**src/rtl/alu_exec_stage.sv**
```systemverilog
// Execute stage behind the ALU control unit: single-cycle ALU/compare/branch ops.
// Shifts run one bit per cycle, so the datapath needs no barrel shifter.

package alu_exec_pkg;
  typedef enum logic [4:0] {
    OP_ADD  = 5'd0,
    OP_SUB  = 5'd1,
    OP_AND  = 5'd2,
    OP_OR   = 5'd3,
    OP_XOR  = 5'd4,
    OP_SLT  = 5'd5,
    OP_SLTU = 5'd6,
    OP_SLL  = 5'd7,
    OP_SRL  = 5'd8,
    OP_SRA  = 5'd9,
    OP_BEQ  = 5'd10,
    OP_BNE  = 5'd11,
    OP_BLT  = 5'd12,
    OP_BGE  = 5'd13,
    OP_BLTU = 5'd14,
    OP_BGEU = 5'd15,
    OP_ERR  = 5'd16
  } operation_t;
endpackage

module alu_exec_stage
  import alu_exec_pkg::*;
#(
  parameter int WIDTH   = 32,
  parameter int SHAMT_W = $clog2(WIDTH)
) (
  input  logic               clk,
  input  logic               nrst,
  input  logic               in_valid,
  output logic               in_ready,
  input  operation_t         op,
  input  logic               ctrl_err,
  input  logic [WIDTH-1:0]   src_a,
  input  logic [WIDTH-1:0]   src_b,
  input  logic               flush,
  output logic               out_valid,
  input  logic               out_ready,
  output logic [WIDTH-1:0]   result,
  output logic               branch_taken,
  output logic               alu_err,
  output logic               busy
);

  typedef enum logic [1:0] {IDLE, SHIFT, DONE} state_t;

  localparam logic [SHAMT_W-1:0] CNT_ONE = SHAMT_W'(1);

  state_t               state_p1;
  state_t               state_nxt;
  logic [WIDTH-1:0]     work_p1;
  logic [SHAMT_W-1:0]   cnt_p1;
  operation_t           shift_op_p1;
  logic [WIDTH-1:0]     result_p1;
  logic                 branch_p1;
  logic                 err_p1;

  logic                 accept_p0;
  logic                 is_shift_p0;
  logic                 is_err_p0;
  logic [SHAMT_W-1:0]   shamt_p0;

  function automatic logic op_is_legal(input operation_t o);
    logic ok;
    ok = 1'b0;
    case (o)
      OP_ADD, OP_SUB, OP_AND, OP_OR, OP_XOR, OP_SLT, OP_SLTU,
      OP_SLL, OP_SRL, OP_SRA,
      OP_BEQ, OP_BNE, OP_BLT, OP_BGE, OP_BLTU, OP_BGEU: ok = 1'b1;
      default: ok = 1'b0;
    endcase
    return ok;
  endfunction

  function automatic logic [WIDTH-1:0] alu_compute(input operation_t o,
                                                   input logic [WIDTH-1:0] a,
                                                   input logic [WIDTH-1:0] b);
    logic signed [WIDTH-1:0] sa;
    logic signed [WIDTH-1:0] sb;
    logic [WIDTH-1:0]        r;
    sa = a;
    sb = b;
    r  = '0;
    case (o)
      OP_ADD:  r = a + b;
      OP_SUB:  r = a - b;
      OP_AND:  r = a & b;
      OP_OR:   r = a | b;
      OP_XOR:  r = a ^ b;
      OP_SLT:  r = {{(WIDTH-1){1'b0}}, (sa < sb)};
      OP_SLTU: r = {{(WIDTH-1){1'b0}}, (a < b)};
      default: r = '0;
    endcase
    return r;
  endfunction

  function automatic logic branch_eval(input operation_t o,
                                       input logic [WIDTH-1:0] a,
                                       input logic [WIDTH-1:0] b);
    logic signed [WIDTH-1:0] sa;
    logic signed [WIDTH-1:0] sb;
    logic                    t;
    sa = a;
    sb = b;
    t  = 1'b0;
    case (o)
      OP_BEQ:  t = (a == b);
      OP_BNE:  t = (a != b);
      OP_BLT:  t = (sa < sb);
      OP_BGE:  t = (sa >= sb);
      OP_BLTU: t = (a < b);
      OP_BGEU: t = (a >= b);
      default: t = 1'b0;
    endcase
    return t;
  endfunction

  function automatic logic [WIDTH-1:0] shift_step(input operation_t o,
                                                  input logic [WIDTH-1:0] v);
    logic signed [WIDTH-1:0] sv;
    logic [WIDTH-1:0]        r;
    sv = v;
    case (o)
      OP_SLL:  r = {v[WIDTH-2:0], 1'b0};
      OP_SRL:  r = {1'b0, v[WIDTH-1:1]};
      default: r = sv >>> 1;
    endcase
    return r;
  endfunction

  // Stage p0: accept decision and decode of the incoming op
  assign in_ready    = nrst && !flush &&
                       ((state_p1 == IDLE) || ((state_p1 == DONE) && out_ready));
  assign accept_p0   = in_valid && in_ready;
  assign shamt_p0    = src_b[SHAMT_W-1:0];
  assign is_shift_p0 = (op == OP_SLL) || (op == OP_SRL) || (op == OP_SRA);
  assign is_err_p0   = ctrl_err || !op_is_legal(op);

  always_comb begin
    state_nxt = state_p1;
    if (flush) begin
      state_nxt = IDLE;
    end else if (accept_p0) begin
      state_nxt = (!is_err_p0 && is_shift_p0 && (shamt_p0 != '0)) ? SHIFT : DONE;
    end else begin
      case (state_p1)
        SHIFT:   if (cnt_p1 == CNT_ONE) state_nxt = DONE;
        DONE:    if (out_ready) state_nxt = IDLE;
        default: state_nxt = IDLE;
      endcase
    end
  end

  always_ff @(posedge clk) begin
    if (!nrst) state_p1 <= IDLE;
    else       state_p1 <= state_nxt;
  end

  // Stage p1: registered outputs and the iterative shift engine
  always_ff @(posedge clk) begin
    if (!nrst || flush) begin
      work_p1     <= '0;
      cnt_p1      <= '0;
      shift_op_p1 <= OP_SLL;
      result_p1   <= '0;
      branch_p1   <= 1'b0;
      err_p1      <= 1'b0;
    end else if (accept_p0) begin
      shift_op_p1 <= op;
      if (is_err_p0) begin
        result_p1 <= '0;
        branch_p1 <= 1'b0;
        err_p1    <= 1'b1;
      end else if (is_shift_p0) begin
        branch_p1 <= 1'b0;
        err_p1    <= 1'b0;
        if (shamt_p0 == '0) begin
          result_p1 <= src_a;
        end else begin
          work_p1   <= src_a;
          cnt_p1    <= shamt_p0;
          result_p1 <= '0;
        end
      end else begin
        result_p1 <= alu_compute(op, src_a, src_b);
        branch_p1 <= branch_eval(op, src_a, src_b);
        err_p1    <= 1'b0;
      end
    end else if (state_p1 == SHIFT) begin
      work_p1 <= shift_step(shift_op_p1, work_p1);
      cnt_p1  <= cnt_p1 - CNT_ONE;
      // Last step lands straight in the result register as DONE is entered
      if (cnt_p1 == CNT_ONE) result_p1 <= shift_step(shift_op_p1, work_p1);
    end
  end

  assign out_valid    = (state_p1 == DONE);
  assign busy         = (state_p1 != IDLE);
  assign result       = result_p1;
  assign branch_taken = branch_p1;
  assign alu_err      = err_p1;

endmodule

```
**config.mk**
```make
export PLATFORM = sky130hd
export DESIGN_NAME = alu_exec_stage
export DESIGN_NICKNAME = d
export VERILOG_FILES = /design/src/rtl/alu_exec_stage.sv
export SDC_FILE = /design/constraint.sdc
export NUM_CORES = 1
export LEC_CHECK = 0
export BUFFER_PORTS_ARGS = -buffer_cell sky130_fd_sc_hd__buf_2
export CAP_MARGIN = 20
export CORE_MARGIN = 4
export CORE_UTILIZATION = 55
export CTS_CLUSTER_SIZE = 8
export DETAILED_ROUTE_END_ITERATION = 10
export MAX_ROUTING_LAYER = met4
export PLACE_DENSITY = 0.79
export SYNTH_ARGS = -nofsm -noshare
export SYNTH_HDL_FRONTEND = slang
export SYNTH_SLANG_ARGS = --single-unit
```
**constraint.sdc**
```tcl
create_clock -name clk -period 3.1 [get_ports clk]
set_clock_uncertainty 0.15 [all_clocks]
set_input_delay 0.465 -clock clk [delete_from_list [all_inputs] [get_ports clk]]
set_output_delay 0.465 -clock clk [all_outputs]
set_load 0.1 [all_outputs]
```
==> After elaboration in Yosys (flattened, before gate mapping) <==
Index checks and enable logic that the tools add are counted.
{ "word_totals": {"register_bits": 78, "elab_cells": 99} }
{ "op_classes": {"addsub": 3, "order_cmp": 4, "eq_ne": 27, "n_mux": 28, "n_bitwise": 4, "reduce_logical": 26} }
{ "op_table": {"columns": ["op", "count"], "rows": [
  ["32-bit two-way mux", 11],
  ["32-bit one-hot mux with 7 select lines", 1],
  ["32-bit >= comparator", 2],
  ["32-bit < comparator", 2],
  ["32-bit one-hot mux with 2 select lines", 1],
  ["5-bit by 4-bit == test with 1-bit output, second input constant", 9],
  ["32-bit adder", 1],
  ["32-bit bitwise AND", 1],
  ["32-bit == test", 1],
  ["32-bit inequality test", 1],
  ["32-bit bitwise OR", 1],
  ["32-bit subtractor", 1],
  ["32-bit XOR", 1],
  ["5-bit by 3-bit == test with 1-bit output, second input constant", 5],
  ["5-bit two-way mux", 5],
  ["5-bit by 1-bit == test with 1-bit output, second input constant", 2],
  ["5-bit by 2-bit == test with 1-bit output, second input constant", 2],
  ["5-bit logical NOT", 2],
  ["2-bit two-way mux", 4],
  ["1-bit logical AND", 6],
  ["1-bit one-hot mux with 6 select lines", 1],
  ["2-bit nonzero test", 3],
  ["1-bit logical OR", 5],
  ["5-bit nonzero test", 1],
  ["other kinds (15)", 23]
]} }

==> Logic depth before layout (Yosys ltp) <==
Gate-level depths: netlist of the first run.
{ "logic_depth": {"depth_word": 8, "depth_mapped": 12, "depth_no_buf": 12} }

==> Worst setup path after synthesis of the first run <==
No wires, ideal clock.
{ "synth_path": {"kind": "input to register", "startpoint": "input flush", "endpoint": "register work_p1[1]", "setup_ns": 0.128, "arrival_time_ns": 3.916, "slack_ns": -1.093, "stages": 10, "path_buffers": 3, "path_cell_list": "nand2b_1 buf_2 nor3_1 nand2_1 clkbuf_1 clkbuf_1 nor2_1 a211oi_1 a21oi_1 nor2_1"} }
{ "synth_via": {"elab_chain_cells": 6} }
{ "synth_lines": {"columns": ["item", "line_no", "rtl"], "rows": [
  ["start: declaration", "40", "input logic flush,"],
  ["1-bit logical NOT (*)", "136", "assign in_ready = nrst && !flush &&"],
  ["1-bit logical AND (*) (2 in series)", "136", null],
  ["net in_ready", "35", "output logic in_ready,"],
  ["1-bit logical AND (*)", "138", "assign accept_p0 = in_valid && in_ready;"],
  ["2-bit inequality test (no source line) (tied with other cells)", null, null],
  ["4-bit AND reduction (no source line)", null, null],
  ["end signal: assignment", "184", "work_p1 <= src_a;"],
  ["end signal: assignment", "194", "work_p1 <= shift_step(shift_op_p1, work_p1);"],
  ["end: declaration", "55", "logic [WIDTH-1:0] work_p1;"]
]} }
Mark *: on every way through the listed nets, which the timed path passes. The rest lies on a longest branch.
A chain may end at the register's enable or synchronous reset.

==> Final worst setup path of the first run <==
{ "layout_path": {"startpoint": "input src_a[0]", "endpoint": "register result_p1[0], in the netlist result[0]"} }
{ "layout_via": {"elab_chain_cells": 5} }
{ "layout_lines": {"columns": ["item", "line_no", "rtl"], "rows": [
  ["start: declaration", "38", "input logic [WIDTH-1:0] src_a,"],
  ["32-bit subtractor (tied with other cells)", "90", "OP_SUB: r = a - b;"],
  ["32-bit one-hot mux with 7 select lines", "88", "case (o)"],
  ["32-bit two-way mux (*)", "178", "end else if (is_shift_p0) begin"],
  ["32-bit two-way mux (*)", "174", "if (is_err_p0) begin"],
  ["32-bit two-way mux (*)", "172", "end else if (accept_p0) begin"],
  ["end signal: assignment", "182", "result_p1 <= src_a;"],
  ["end signal: assignment", "189", "result_p1 <= alu_compute(op, src_a, src_b);"],
  ["end signal: assignment", "197", "if (cnt_p1 == CNT_ONE) result_p1 <= shift_step(shift_op_p1, work_p1);"],
  ["end: declaration", "58", "logic [WIDTH-1:0] result_p1;"]
]} }
Every way passes the cells marked *; elsewhere a longest branch is shown, timed or not.

==> impl_metrics.prom, run 1 <==
# TYPE chip_impl_metric gauge
chip_impl_info{name="outcome",value="complete, no violations"} 1
chip_impl_info{name="rr_endpoint",value="result[29]"} 1
chip_impl_metric{name="slowest_delay",unit="ns"} 0.38
chip_impl_metric{name="timing.max_slew.rel_slack",unit="%"} 41.4
chip_impl_metric{name="worstMarginPinSlew",unit="ns"} 0.872
chip_impl_metric{name="remaining_drc_errors",unit=""} 0
chip_impl_metric{name="hold_violations",unit=""} 0
chip_impl_metric{name="first_global_vias",unit=""} 11600
chip_impl_metric{name="die_h",unit="um"} 140
chip_impl_metric{name="grt_overflow",unit=""} 0
chip_impl_info{name="synth.largest_area_cell",value="dfxtp_1"} 1
chip_impl_metric{name="seq_area",unit="sq um"} 1560
chip_impl_metric{name="end_of_flow_core_utilization",unit="%"} 74.1
chip_impl_metric{name="post-cts-setup-buffers",unit=""} 0
chip_impl_metric{name="antennaDiodeCount",unit=""} 0
chip_impl_metric{name="antenna_violations_before_repair",unit=""} 0
chip_impl_metric{name="clock_latency_on_the_worst_skew_pair",unit="ns"} 0.35
chip_impl_metric{name="tritoncts_num_sinks",unit=""} 78
chip_impl_metric{name="finalSetupTns",unit="ns"} 0
chip_impl_metric{name="power.combinational.fraction",unit="%"} 43.1
chip_impl_info{name="cts_tree",value="built"} 1
chip_impl_info{name="postSynth.topFlopCell",value="dfxtp_1"} 1
chip_impl_metric{name="io_pins",unit=""} 112
chip_impl_metric{name="sequentialPowerShare",unit="%"} 25.8
chip_impl_metric{name="die-area",unit="sq um"} 19700
chip_impl_metric{name="final_min_period_over_clock_period",unit="%"} 99.2
chip_impl_metric{name="cap_violations",unit=""} 0
chip_impl_metric{name="r2r_setup_slk",unit="ns"} 0.15
chip_impl_info{name="grt_setup_unrepaired",value="yes"} 1
chip_impl_metric{name="detail-route-antenna-nets",unit=""} 0
chip_impl_metric{name="io_buffers",unit=""} 111
chip_impl_metric{name="netSwitchingFraction",unit="%"} 37.9
chip_impl_metric{name="power_switching",unit="mW"} 1.50
chip_impl_info{name="critPathCaptureType",value="register"} 1
chip_impl_metric{name="clkTransAtPathRegs",unit="ns"} 0.06
chip_impl_metric{name="synth-edff-count",unit=""} 0
chip_impl_metric{name="power_per_cell_area",unit="nW/um^2"} 310
chip_impl_info{name="setup.worst_path.start_class",value="primary input"} 1
chip_impl_metric{name="average_cell_area_after_synthesis",unit="sq um"} 7.05
chip_impl_metric{name="chipWidth",unit="um"} 140
chip_impl_metric{name="drt-total-wl",unit="mm"} 42.3
chip_impl_metric{name="fin_crit",unit="ns"} 3.07
chip_impl_metric{name="dp.final_hpwl",unit="mm"} 33.1
chip_impl_metric{name="syn_area",unit="sq um"} 9640
chip_impl_metric{name="critical_path_required",unit="ns"} 3.22
chip_impl_metric{name="whs_path_depth",unit=""} 3
chip_impl_metric{name="initial_core_util",unit="%"} 56.0
chip_impl_info{name="synth_most_common_cell",value="a21oi_1"} 1
chip_impl_metric{name="synth_nets",unit=""} 1560
chip_impl_metric{name="cp.arrival",unit="ns"} 3.20
chip_impl_metric{name="detail_route.wl_per_cell",unit="um"} 22.2
chip_impl_metric{name="detailed_route_via_count",unit=""} 12300
chip_impl_info{name="hold_path.startpoint",value="op[3]"} 1
chip_impl_metric{name="setup_viol_count_final",unit=""} 0
chip_impl_metric{name="placementRows",unit=""} 48
chip_impl_metric{name="power_leakage",unit="nW"} 6.02
chip_impl_metric{name="tritoncts.num_buffers",unit=""} 9
chip_impl_info{name="crit-reg2reg-launch",value="cnt_p1[0]"} 1
chip_impl_metric{name="buf_inv_stages_crit_path",unit=""} 3
chip_impl_info{name="worst_path_max_delay_cell",value="o311ai_4"} 1
chip_impl_metric{name="synth_largest_type_area_fraction",unit="%"} 16.2
chip_impl_metric{name="synthDistinctLibCells",unit=""} 84
chip_impl_metric{name="wire_length_of_the_first_global_routing_pass",unit="mm"} 64.6
chip_impl_metric{name="critPathMaxFanout",unit=""} 5
chip_impl_metric{name="pwr-share-clk",unit="%"} 31.1
chip_impl_metric{name="final_nets",unit=""} 1870
chip_impl_info{name="class_of_the_most_critical_hold_timing_path",value="in -> reg"} 1
chip_impl_metric{name="share_of_synthesized_registers_carrying_an_async_set_or_reset",unit="%"} 0
chip_impl_metric{name="final.fill_count",unit=""} 1475
chip_impl_metric{name="worst-r2r-cell-count",unit=""} 10
chip_impl_metric{name="areaGrowthSynthToFinish",unit="%"} 32.4
chip_impl_metric{name="clock_tree.htree_level_count",unit=""} 3
chip_impl_metric{name="place.gp.congestion",unit=""} 1.07
chip_impl_metric{name="postSynthCellCount",unit=""} 1368
chip_impl_metric{name="grt_start_max_net_pins",unit=""} 45
chip_impl_info{name="critical_path.top_delay_family",value="compound AO/OA/AOI/OAI gates"} 1
chip_impl_metric{name="hold_buffers",unit=""} 0
chip_impl_info{name="netlist_top_cells_area",value="dfxtp_1, ha_1, a21oi_1"} 1
chip_impl_metric{name="synth_seq_cells",unit=""} 78
chip_impl_metric{name="dr.pass1.iters",unit=""} 8
chip_impl_metric{name="drtIter0Drc",unit=""} 1532
chip_impl_metric{name="layout_cell_share_with_drive_strength_beyond_1",unit="%"} 28.1
chip_impl_info{name="crit_chain",value="buf_2, inv_2, ha_4, fa_2, nor2_2, o311ai_4, a311oi_2, a211oi_2, o221ai_2, a211o_4, buf_4, nor4_1, a211oi_1, a21oi_1"} 1
chip_impl_metric{name="cellInternalPower",unit="mW"} 2.46
chip_impl_info{name="timing.hold.worst_endpoint",value="shift_op_p1[3]"} 1
chip_impl_metric{name="area_taken_by_multi_input_logic_gates",unit="sq um"} 7510
chip_impl_metric{name="synth_seq_area_share",unit="%"} 16.2
chip_impl_info{name="netlist_top_cells_count",value="a21oi_1, nor2_1, ha_1"} 1
chip_impl_metric{name="max_clock_freq",unit="GHz"} 0.325
chip_impl_info{name="clockRootBuffer",value="clkbuf_16"} 1
chip_impl_metric{name="detail_route.vias_per_cell",unit=""} 6.44
chip_impl_metric{name="timing_max_transition_violations_final",unit=""} 0
chip_impl_metric{name="ctsLongestPathBuffers",unit=""} 2
chip_impl_metric{name="floorplan.core_area",unit="sq um"} 17200
chip_impl_metric{name="grt.total_usage",unit="%"} 42.3
chip_impl_info{name="path_class",value="in -> reg"} 1
chip_impl_metric{name="yosys_warnings",unit=""} 0
chip_impl_metric{name="vdd_ir_drop_max",unit="mV"} 0.369
-- layout by cell type, fill, tap and decap left out, types with 49 or more instances in the layout --
cell type,instances
nand2_1,88
a211oi_1,49
buf_2,111
inv_1,94
ha_1,110
o21ai_0,79
dfxtp_1,78
nor2_1,166
a21oi_1,177
buf_4,282
-- cell type report --
| class | count | share of cell area, % |
|---|---|---|
| sequential | 78 | 12.2 |
| clock inverter | 6 | 0.725 |
| multi-input combinational | 1098 | 58.8 |
| clock buffer | 10 | 1.87 |
| inverter | 95 | 2.79 |
| tap | 225 | 2.21 |
| timing repair buffer | 396 | 21.3 |
-- timing repair --
| item | in CTS | in global routing |
|---|---|---|
| endpoints found under the setup margin | 0 | 14 |
| endpoints found under the hold margin | 0 | 0 |
| gates resized for setup | 0 | 34 |
-- cells by family (layout without fill, tap and decap cells) --
family | after synthesis | in the layout | share of synthesized area [%]
compound gates | 508 | 508 | 34.1
xor+xnor | 22 | 22 | 2.00
fa+ha+maj | 117 | 117 | 15.3
buf+inv | 192 | 507 | 7.89
flops | 78 | 78 | 16.2
mux | 36 | 36 | 3.76
simple gates | 415 | 415 | 20.7
-- power by group through the flow --
stage,sequential (mW),combinational (mW),clock [mW]
after detailed placement,1.04,1.60,0
final,1.02,1.70,1.23
after CTS,1.02,1.61,1.22
after global placement,1.04,1.59,0
after floorplan,1.11,0.820,0
after global routing,1.02,1.81,1.27
-- per-layer routing --
layer | share of wire [%] | global-route usage, % | vias to the layer above
met5 | 0 | - | -
met4 | 4.7 | 17.0 | 0
met3 | 12 | 9.76 | 164
met2 | 42 | 60.7 | 857
met1 | 41 | 57.5 | 5684
li1 | - | - | 5581
-- worst max-delay path by stage --
| stage | from | endpoint | slack, ns | cells past startpoint |
|---|---|---|---|---|
| 2_1_floorplan | src_b[4] | result[29] | 0.09 | 12 |
| 3_3_place_gp | src_a[11] | result[31] | -0.29 | 12 |
| 3_5_place_dp | src_a[8] | result[19] | -0.29 | 14 |
| 4_1_cts | src_a[0] | result[0] | 0.03 | 14 |
| 5_1_grt | src_b[17] | result[29] | -0.04 | 12 |
| 6_report | src_a[0] | result[0] | 0.03 | 14 |
-- flip-flops by register name (all words and copies together) (netlist names) --
register      count
work_p1          32
alu_err           1
shift_op_p1       5
result           32
branch_taken      1
state_p1          2
cnt_p1            5
-- through the flow --
stage	cell area, sq um	hold WS, ns	power (mW)	setup WS, ns	std cells
6_report	12800	0.319	3.96	0.0257	1908
5_1_grt	12800	0.325	4.10	-0.0397	1908
4_1_cts	12600	0.311	3.86	0.0332	1908
3_5_place_dp	12300	0.318	2.65	-0.294	1892
3_3_place_gp	12300	0.293	2.64	-0.287	1892
2_1_floorplan	9660	0.282	1.92	0.0904	1368
-- worst min-delay path, cell delays in order --
cell	delay, ns
buf_2	0.17
nand2_1	0.08
a21oi_1	0.05
Power figures use the tool's default switching activity.
==> run 2: changes to the inputs <==
Settings changed: RECOVER_POWER from default to 100.
==> run 2 against run 1 <==
  * Utilization decreased by 0.29 points
  * Die area unchanged
  * Sequential share of layout area is essentially flat
  * Final cell count did not move
  * Critical endpoint unchanged
  * Critical path depth unchanged
  * Via count is 0.30% lower
  * Largest cell class unchanged
==> impl_metrics.prom, run 2 (synthesis gave the netlist of run 1 again) <==
# TYPE chip_impl_metric gauge
chip_impl_info{name="clockRootBuffer",value="clkbuf_16"} 1
chip_impl_metric{name="timing.max_slew.rel_slack",unit="%"} 17.3
chip_impl_metric{name="max_clock_freq",unit="GHz"} 0.324
chip_impl_metric{name="pre_cts_ws",unit="ns"} -0.294
chip_impl_metric{name="floorplan.core_area",unit="sq um"} 17200
chip_impl_metric{name="detail_route.vias_per_cell",unit=""} 6.42
chip_impl_metric{name="power_switching",unit="mW"} 1.50
chip_impl_metric{name="worst_slack",unit="ns"} 0.00893
chip_impl_metric{name="cap_violations",unit=""} 0
chip_impl_info{name="setup.worst_path.start_class",value="primary input"} 1
chip_impl_info{name="grt_setup_unrepaired",value="yes"} 1
chip_impl_metric{name="worst-r2r-cell-count",unit=""} 10
chip_impl_metric{name="cellInternalPower",unit="mW"} 2.45
chip_impl_metric{name="detailed_route_via_count",unit=""} 12200
chip_impl_metric{name="final_min_period_over_clock_period",unit="%"} 99.7
chip_impl_metric{name="power_leakage",unit="nW"} 5.87
chip_impl_metric{name="timing_max_transition_violations_final",unit=""} 0
chip_impl_metric{name="pwr-share-clk",unit="%"} 31.1
chip_impl_metric{name="final_nets",unit=""} 1870
chip_impl_metric{name="power_per_cell_area",unit="nW/um^2"} 311
chip_impl_info{name="timing.hold.worst_endpoint",value="shift_op_p1[4]"} 1
chip_impl_info{name="class_of_the_most_critical_hold_timing_path",value="in -> reg"} 1
chip_impl_info{name="most-common-layout-cells",value="buf_4, a21oi_1, nor2_1"} 1
chip_impl_metric{name="final.fill_count",unit=""} 1506
chip_impl_metric{name="power.combinational.fraction",unit="%"} 43.0
chip_impl_metric{name="remaining_drc_errors",unit=""} 0
chip_impl_info{name="final_common_cell",value="buf_4"} 1
chip_impl_metric{name="initial_core_util",unit="%"} 56.0
chip_impl_metric{name="critical_path_required",unit="ns"} 3.23
chip_impl_metric{name="cp.arrival",unit="ns"} 3.22
chip_impl_metric{name="r2r_setup_slk",unit="ns"} 0.16
chip_impl_metric{name="grt_start_max_net_pins",unit=""} 45
chip_impl_metric{name="first_global_vias",unit=""} 11600
chip_impl_metric{name="clkTransAtPathRegs",unit="ns"} 0.06
chip_impl_metric{name="dr.pass1.iters",unit=""} 6
chip_impl_metric{name="die-area",unit="sq um"} 19700
chip_impl_metric{name="worstMarginPinSlew",unit="ns"} 1.25
chip_impl_metric{name="areaGrowthSynthToFinish",unit="%"} 31.9
chip_impl_metric{name="tritoncts_num_sinks",unit=""} 78
chip_impl_metric{name="antennaDiodeCount",unit=""} 0
chip_impl_metric{name="die_h",unit="um"} 140
chip_impl_info{name="path_class",value="in -> reg"} 1
chip_impl_metric{name="detail-route-antenna-nets",unit=""} 0
chip_impl_metric{name="post-cts-setup-buffers",unit=""} 0
chip_impl_metric{name="layout_cell_share_with_drive_strength_beyond_1",unit="%"} 25.9
chip_impl_metric{name="whs_path_depth",unit=""} 3
chip_impl_metric{name="io_buffers",unit=""} 111
chip_impl_metric{name="placementRows",unit=""} 48
chip_impl_metric{name="setup_viol_count_final",unit=""} 0
chip_impl_metric{name="end_of_flow_core_utilization",unit="%"} 73.8
chip_impl_metric{name="vdd_ir_drop_max",unit="mV"} 0.368
chip_impl_metric{name="drtIter0Drc",unit=""} 1653
chip_impl_info{name="hold_path.startpoint",value="op[4]"} 1
chip_impl_metric{name="grt.total_usage",unit="%"} 42.3
chip_impl_metric{name="wire_length_of_the_first_global_routing_pass",unit="mm"} 64.6
chip_impl_metric{name="place.gp.congestion",unit=""} 1.07
chip_impl_metric{name="clock_latency_on_the_worst_skew_pair",unit="ns"} 0.35
chip_impl_info{name="rr_endpoint",value="result[29]"} 1
chip_impl_metric{name="drt-total-wl",unit="mm"} 42.2
chip_impl_metric{name="chipWidth",unit="um"} 140
chip_impl_metric{name="post_cts_resize_count",unit=""} 0
chip_impl_metric{name="hold_buffers",unit=""} 0
chip_impl_metric{name="dp.final_hpwl",unit="mm"} 33.1
chip_impl_info{name="critPathCaptureType",value="register"} 1
chip_impl_info{name="cts_tree",value="built"} 1
chip_impl_metric{name="netSwitchingFraction",unit="%"} 37.9
chip_impl_metric{name="grt_overflow",unit=""} 0
chip_impl_info{name="outcome",value="complete, no violations"} 1
chip_impl_metric{name="critPathMaxFanout",unit=""} 5
chip_impl_metric{name="sequentialPowerShare",unit="%"} 25.9
chip_impl_metric{name="hold_violations",unit=""} 0
chip_impl_metric{name="ctsLongestPathBuffers",unit=""} 2
chip_impl_metric{name="detail_route.wl_per_cell",unit="um"} 22.1
chip_impl_metric{name="io_pins",unit=""} 112
chip_impl_metric{name="fin_crit",unit="ns"} 3.09
chip_impl_metric{name="tritoncts.num_buffers",unit=""} 9
chip_impl_info{name="crit-reg2reg-launch",value="cnt_p1[0]"} 1
chip_impl_metric{name="clock_tree.htree_level_count",unit=""} 3
chip_impl_metric{name="antenna_violations_before_repair",unit=""} 0
-- run 2: changes by cell type in the layout (fill, tap and decap cells not counted) --
cell	before	now
clkbuf_1	0	36
buf_2	111	76
buf_4	282	281
nand2_2	1	0
nand2_1	88	89
-- run 2: worst max-delay path: stages --
cell      delay, ns
buf_2          0.13
inv_2          0.09
ha_4           0.16
fa_2           0.23
nor2_2         0.07
o311ai_4       0.39
a311oi_2       0.17
a211oi_2       0.32
o221ai_2       0.18
a211o_4        0.37
buf_4          0.15
nor4_1         0.25
a211oi_1       0.09
a21oi_1        0.16
-- run 2: worst max-delay path by stage --
stage | start | endpoint | slack, ns
final | src_a[0] | result[0] | 0.009
after global routing | src_b[17] | result[29] | -0.04
after CTS | src_a[0] | result[0] | 0.03
after detailed placement | src_a[8] | result[19] | -0.29
after global placement | src_a[11] | result[31] | -0.29
after floorplan | src_b[4] | result[29] | 0.09
-- run 2: through the flow --
| stage | setup TNS [ns] | cells | hold slack, ns | power [mW] | area [sq um] |
|---|---|---|---|---|---|
| floorplan | 0 | 1368 | 0.282 | 1.92 | 9660 |
| global placement | -3.42 | 1892 | 0.293 | 2.64 | 12300 |
| detailed placement | -4.18 | 1892 | 0.318 | 2.65 | 12300 |
| CTS | 0 | 1908 | 0.311 | 3.86 | 12600 |
| global route | -0.128 | 1908 | 0.325 | 4.10 | 12700 |
| finish | 0 | 1908 | 0.317 | 3.95 | 12700 |
-- run 2: cell type report --
cell class                      count  area, sq um  area share, %
Multi-Input combinational cell   1098         7510           59.1
Tap cell                          225          282           2.21
Timing Repair Buffer              396         2680           21.0
Inverter                           95          357           2.80
Clock inverter                      6         92.6          0.728
Sequential cell                    78         1560           12.3
Clock buffer                       10          239           1.88
-- run 2: power groups by stage --
stage / registers (mW) / logic [mW] / clock network [mW]
final: 1.02 / 1.70 / 1.23
after global routing: 1.02 / 1.81 / 1.27
after CTS: 1.02 / 1.61 / 1.22
after detailed placement: 1.04 / 1.60 / 0
after global placement: 1.04 / 1.59 / 0
after floorplan: 1.11 / 0.820 / 0
-- run 2: layer usage --
| layer | GRT usage [%] | wire [um] |
|---|---|---|
| met2 | 60.7 | 17700 |
| met5 | - | 0 |
| met1 | 57.5 | 17100 |
| met3 | 9.76 | 5300 |
| met4 | 17.0 | 2010 |
